**src/rtl/i2s_mix_scheduler.sv**
```systemverilog
`default_nettype none
// ============================================================================
// Module  : i2s_mix_scheduler
// Brief   : Once per I2S frame, polls each enabled voice over a req/valid
//           handshake, sums the signed samples with saturation and commits
//           one held mix sample for the transmitter's next left-channel latch.
// Rev     : 1.0 - initial release
// ============================================================================
module i2s_mix_scheduler #(
  parameter int NUM_VOICES = 4,
  parameter int SAMPLE_W   = 16,
  parameter int TIMEOUT    = 64,
  localparam int SEL_W     = (NUM_VOICES > 1) ? $clog2(NUM_VOICES) : 1
) (
  input  logic                  clk,
  input  logic                  rst,
  input  logic                  ws_in,
  input  logic [NUM_VOICES-1:0] voice_enable,
  output logic                  voice_req,
  output logic [SEL_W-1:0]      voice_sel,
  input  logic                  voice_valid,
  input  logic [SAMPLE_W-1:0]   voice_sample,
  output logic [SAMPLE_W-1:0]   mix_sample,
  output logic                  frame_done,
  output logic                  clip,
  output logic                  timeout,
  output logic                  overrun,
  input  logic                  clear_flags
);

  // Accumulator has enough headroom for NUM_VOICES full-scale samples.
  localparam int ACC_W = SAMPLE_W + $clog2(NUM_VOICES) + 1;
  localparam int TMR_W = (TIMEOUT > 1) ? $clog2(TIMEOUT) : 1;
  localparam logic [SEL_W-1:0] LAST_IDX = SEL_W'(NUM_VOICES - 1);
  localparam logic [TMR_W-1:0] TMR_LAST = TMR_W'(TIMEOUT - 1);

  localparam logic [2:0] IDLE   = 3'd0;
  localparam logic [2:0] SCAN   = 3'd1;
  localparam logic [2:0] WAIT   = 3'd2;
  localparam logic [2:0] SAT    = 3'd3;
  localparam logic [2:0] COMMIT = 3'd4;

  logic [2:0]              state;
  logic [SEL_W-1:0]        idx;
  logic [TMR_W-1:0]        timer;
  logic signed [ACC_W-1:0] acc;
  logic                    ws_s1, ws_s2, ws_s3;
  logic                    start;

  logic                    last;
  logic signed [ACC_W-1:0] sample_ext;
  logic [ACC_W-SAMPLE_W:0] acc_hi;
  logic                    acc_ovf;
  logic [SAMPLE_W-1:0]     clamped;

  assign last       = (idx == LAST_IDX);
  assign sample_ext = ACC_W'($signed(voice_sample));

  // The mix fits when all bits from the sample MSB upward agree (pure sign
  // extension); otherwise clamp toward the accumulator's sign.
  assign acc_hi  = acc[ACC_W-1:SAMPLE_W-1];
  assign acc_ovf = ~((&acc_hi) | ~(|acc_hi));
  assign clamped = !acc_ovf ? acc[SAMPLE_W-1:0] :
                   acc[ACC_W-1] ? {1'b1, {(SAMPLE_W-1){1'b0}}} :
                                  {1'b0, {(SAMPLE_W-1){1'b1}}};

  // Synchronize word_select and register a one-cycle pulse on its falling
  // edge; the FFs reset high so leaving reset never looks like a fall.
  always_ff @(posedge clk or negedge rst) begin
    if (!rst) begin
      ws_s1 <= 1'b1;
      ws_s2 <= 1'b1;
      ws_s3 <= 1'b1;
      start <= 1'b0;
    end else begin
      ws_s1 <= ws_in;
      ws_s2 <= ws_s1;
      ws_s3 <= ws_s2;
      start <= ws_s3 & ~ws_s2;
    end
  end

  // Round sequencer: scan voices, collect samples, saturate and commit.
  always_ff @(posedge clk or negedge rst) begin
    if (!rst) begin
      state      <= IDLE;
      idx        <= '0;
      timer      <= '0;
      acc        <= '0;
      voice_req  <= 1'b0;
      voice_sel  <= '0;
      mix_sample <= '0;
      frame_done <= 1'b0;
      clip       <= 1'b0;
      timeout    <= 1'b0;
      overrun    <= 1'b0;
    end else begin
      frame_done <= 1'b0;
      // Clear first so a same-cycle set event below takes priority.
      if (clear_flags) begin
        clip    <= 1'b0;
        timeout <= 1'b0;
        overrun <= 1'b0;
      end
      // A frame start mid-round is flagged and otherwise ignored.
      if (start && state != IDLE) begin
        overrun <= 1'b1;
      end
      case (state)
        IDLE: begin
          if (start) begin
            idx   <= '0;
            acc   <= '0;
            state <= SCAN;
          end
        end
        SCAN: begin
          if (voice_enable[idx]) begin
            voice_req <= 1'b1;
            voice_sel <= idx;
            timer     <= '0;
            state     <= WAIT;
          end else if (last) begin
            state <= SAT;
          end else begin
            idx <= idx + SEL_W'(1);
          end
        end
        WAIT: begin
          if ((voice_valid && voice_req) || timer == TMR_LAST) begin
            if (voice_valid && voice_req) begin
              acc <= acc + sample_ext;
            end else begin
              timeout <= 1'b1;
            end
            voice_req <= 1'b0;
            if (last) begin
              state <= SAT;
            end else begin
              idx   <= idx + SEL_W'(1);
              state <= SCAN;
            end
          end else begin
            timer <= timer + TMR_W'(1);
          end
        end
        SAT: begin
          // Results become visible together in the COMMIT cycle.
          mix_sample <= clamped;
          frame_done <= 1'b1;
          if (acc_ovf) begin
            clip <= 1'b1;
          end
          state <= COMMIT;
        end
        COMMIT: begin
          state <= IDLE;
        end
        default: begin
          state <= IDLE;
        end
      endcase
    end
  end

endmodule
`default_nettype wire

```
**config.mk**
```make
export PLATFORM = sky130hd
export DESIGN_NAME = i2s_mix_scheduler
export DESIGN_NICKNAME = d
export VERILOG_FILES = /design/src/rtl/i2s_mix_scheduler.sv
export SDC_FILE = /design/constraint.sdc
export NUM_CORES = 1
export LEC_CHECK = 0
export BUFFER_PORTS_ARGS = -buffer_cell sky130_fd_sc_hd__buf_2
export CORE_ASPECT_RATIO = 1.2
export CORE_UTILIZATION = 40
export DETAILED_ROUTE_END_ITERATION = 12
export PLACE_DENSITY = 0.7
export RECOVER_POWER = 100
export SYNTH_ARGS = -nofsm -noshare
export SYNTH_HDL_FRONTEND = slang
export SYNTH_SLANG_ARGS = --single-unit
export TNS_END_PERCENT = 50
```
**constraint.sdc**
```tcl
create_clock -name clk -period 4.2 [get_ports clk]
set_clock_uncertainty 0.05 [all_clocks]
set_input_delay 0.63 -clock clk [delete_from_list [all_inputs] [get_ports clk]]
set_output_delay 0.63 -clock clk [all_outputs]
set_load 0.05 [all_outputs]
```
==> qor.csv <==
metric,value,unit
status,completed,
gr usage total,17.9,%
nets,462,
critical path peak fanout,18,
core area,7790,sq um
period utilisation layout,67.9,%
syn nets,413,
post-CTS setup buffers,0,
Post-synth ARST share,100,%
Final ANT Viol Nets,0,
"Primary FF master, synth",dfrtp_1,
I/O pin count,48,
slew at the pin closest to its max-slew limit,1.18,ns
clk slew on worst S/H paths,0.06,ns
Synth Register Bits,57,
first-pass GRT wire length,12100,um
vias in the first global route,2689,
Root Buffer,clkbuf_8,
Synth Warn #,0,
# DRC,0,
share of the synthesized area in the top cell type,41.2,%
number of port buffers,47,
insertion delay of the later-clocked pin in the worst-skew pair,0.33,ns
Mean Syn Cell Area,8.94,sq um
Post-synth EDFFs,0,
relative slew slack,21.3,%
fmax,0.351,GHz
register area,1430,sq um
setup TNS,0,ns
Critical Path Source Type,flop,
DR WL/cell,13.8,um
main area contributors after synthesis,"dfrtp_1, ha_1, nand2_1",
DP Wirelength,5070,um
largest net degree at the start of global routing,58,
Worst Path Required,4.33,ns
WP data arrival,2.98,ns
CTS resizes,0,
Final Max Tran Viols,0,
PwrDens,680,nW/um^2
grt ovf,0,
final count of hold timing violations,0,
CTS tree,built,
Die W,84.7,um
sequential area share after synthesis,43.6,%
final WL,7060,um
Num CTS Buffers,9,
num rows,35,
Vert. Die Dim,101,um
multi-input combinational cell area,1750,sq um
Num Clock Sinks,57,
number of iterations in the first detailed-routing pass,6,
max-cap viol count,0,
starting density of the core,42.1,%
"most common cell after layout, fill and taps aside",nand2_1,
Antenna diodes,0,
final worst path period need,2.85,ns
CTS Buffer Depth,2,
critical path class,flop to flop,
LEAKAGE,1.75,nW
hold_ws,0.306,ns
Hold Buf Count CTS,0,
worst vdd ir,0.287,mV
vias per cell,5.50,
fillers,780,
Mapped Area,3280,sq um
crit end category,flop,
die area,8570,sq um
area delta synth->final,14.0,%
RSZ-0062 raised after global routing,no,
initial antenna violation count,0,
leading area contributor after synthesis,dfrtp_1,
# setup viols final,0,
Yosys cell types,49,
worst hold path class,flop to flop,
Starting DRT DRC Count,143,
detailed-route via count,2813,
Post-Synthesis Cells,367,
H-tree levels,3,
most frequent cells in the layout,"nand2_1, dfrtp_1, nor2_1, a21oi_1, o21ai_0",
share of layout cells above drive strength 1,12.6,%
Final Wtd Congestion,0.854,
worst max-delay path: stages, from the launching register on:
cell and delay, ns:
dfrtp_1 0.64, nand2_1 0.13, nor2_1 0.87, inv_1 0.14, a21oi_1 0.16, clkbuf_1 0.56
a21oi_1 0.14
layout make-up:
cell class	instances	share of cell area, %
Clock inverter	4	1.20
Sequential cell	57	38.2
Tap cell	92	3.08
Multi-Input combinational cell	288	46.8
Clock buffer	10	3.68
Inverter	9	0.903
Timing Repair Buffer	51	6.12
cell families after synthesis:
kind of cell	Yosys count	synth area share, %
xor+xnor	15	4.00
buf+inv	22	2.74
simple gates	151	21.2
fa+ha+maj	21	8.23
compound gates	95	17.9
flops	57	43.6
mux	6	2.33
power breakdown:
group	internal (mW)	switching (mW)	leakage, nW
Sequential	0.716	0.150	0.741
Clock	0.280	0.205	0.0978
Combinational	0.349	0.843	0.907
metal layers:
metal / part of all wire, % / global-route usage [%]
met2: 49 / 31.9
met4: 1.6 / 7.82
met3: 3.8 / 3.02
met5: 0 / 0
met1: 46 / 21.4
flip-flops by register name, summed over array words and instances, names as in the netlist:
| register | cells |
|---|---|
| timeout | 1 |
| timer | 6 |
| ws_s1 | 1 |
| voice_req | 1 |
| idx | 2 |
| start | 1 |
| ws_s3 | 1 |
| ws_s2 | 1 |
| state | 3 |
| overrun | 1 |
| clip | 1 |
| mix_sample | 16 |
| acc | 19 |
| voice_sel | 2 |
| frame_done | 1 |
worst paths after layout:
kind | from | end | cells after the start | slack [ns]
max | state[1] | mix_sample[5] | 6 | 1.35
min | ws_s1 | ws_s2 | 0 | 0.31
max reg2reg | state[1] | mix_sample[5] | 6 | 1.35
min reg2reg | ws_s1 | ws_s2 | 0 | 0.31
max in group asynchronous | rst | acc[8] | 2 | 3.22
min in group asynchronous | rst | idx[0] | 2 | 0.37
Yosys cell counts (2+ instances only):
library cell and instances:
buf_2 3, nand4_1 8, o22ai_1 2, a21oi_1 38, nand2b_1 5, nor2_1 42, or3_1 2, dfstp_2 3
ha_1 20, nor3_1 4, clkbuf_1 9, mux2i_1 2, and3_1 4, mux2_2 3, nand3_1 12, xor2_1 6
nand2_1 57, xnor2_1 9, or4_1 2, a21o_1 6, o21ai_1 3, o21ai_0 25, inv_1 9, nor4_1 2
nor2_2 2, dfrtp_1 54, nor2b_1 5, o31ai_1 8, o21bai_1 2
through the flow:
step	instances	cell area, sq um	setup slack (ns)	utilization, %	total power, mW
6_report	511	3740	1.35	48.0	2.54
5_1_grt	511	3740	0.891	48.0	2.74
4_1_cts	511	3790	1.71	48.6	2.61
3_5_place_dp	497	3610	1.37	46.3	2.11
3_3_place_gp	497	3610	1.42	46.3	2.08
2_1_floorplan	367	3280	1.66	-	1.81
Note: power is estimated with default switching activity, not from simulation.
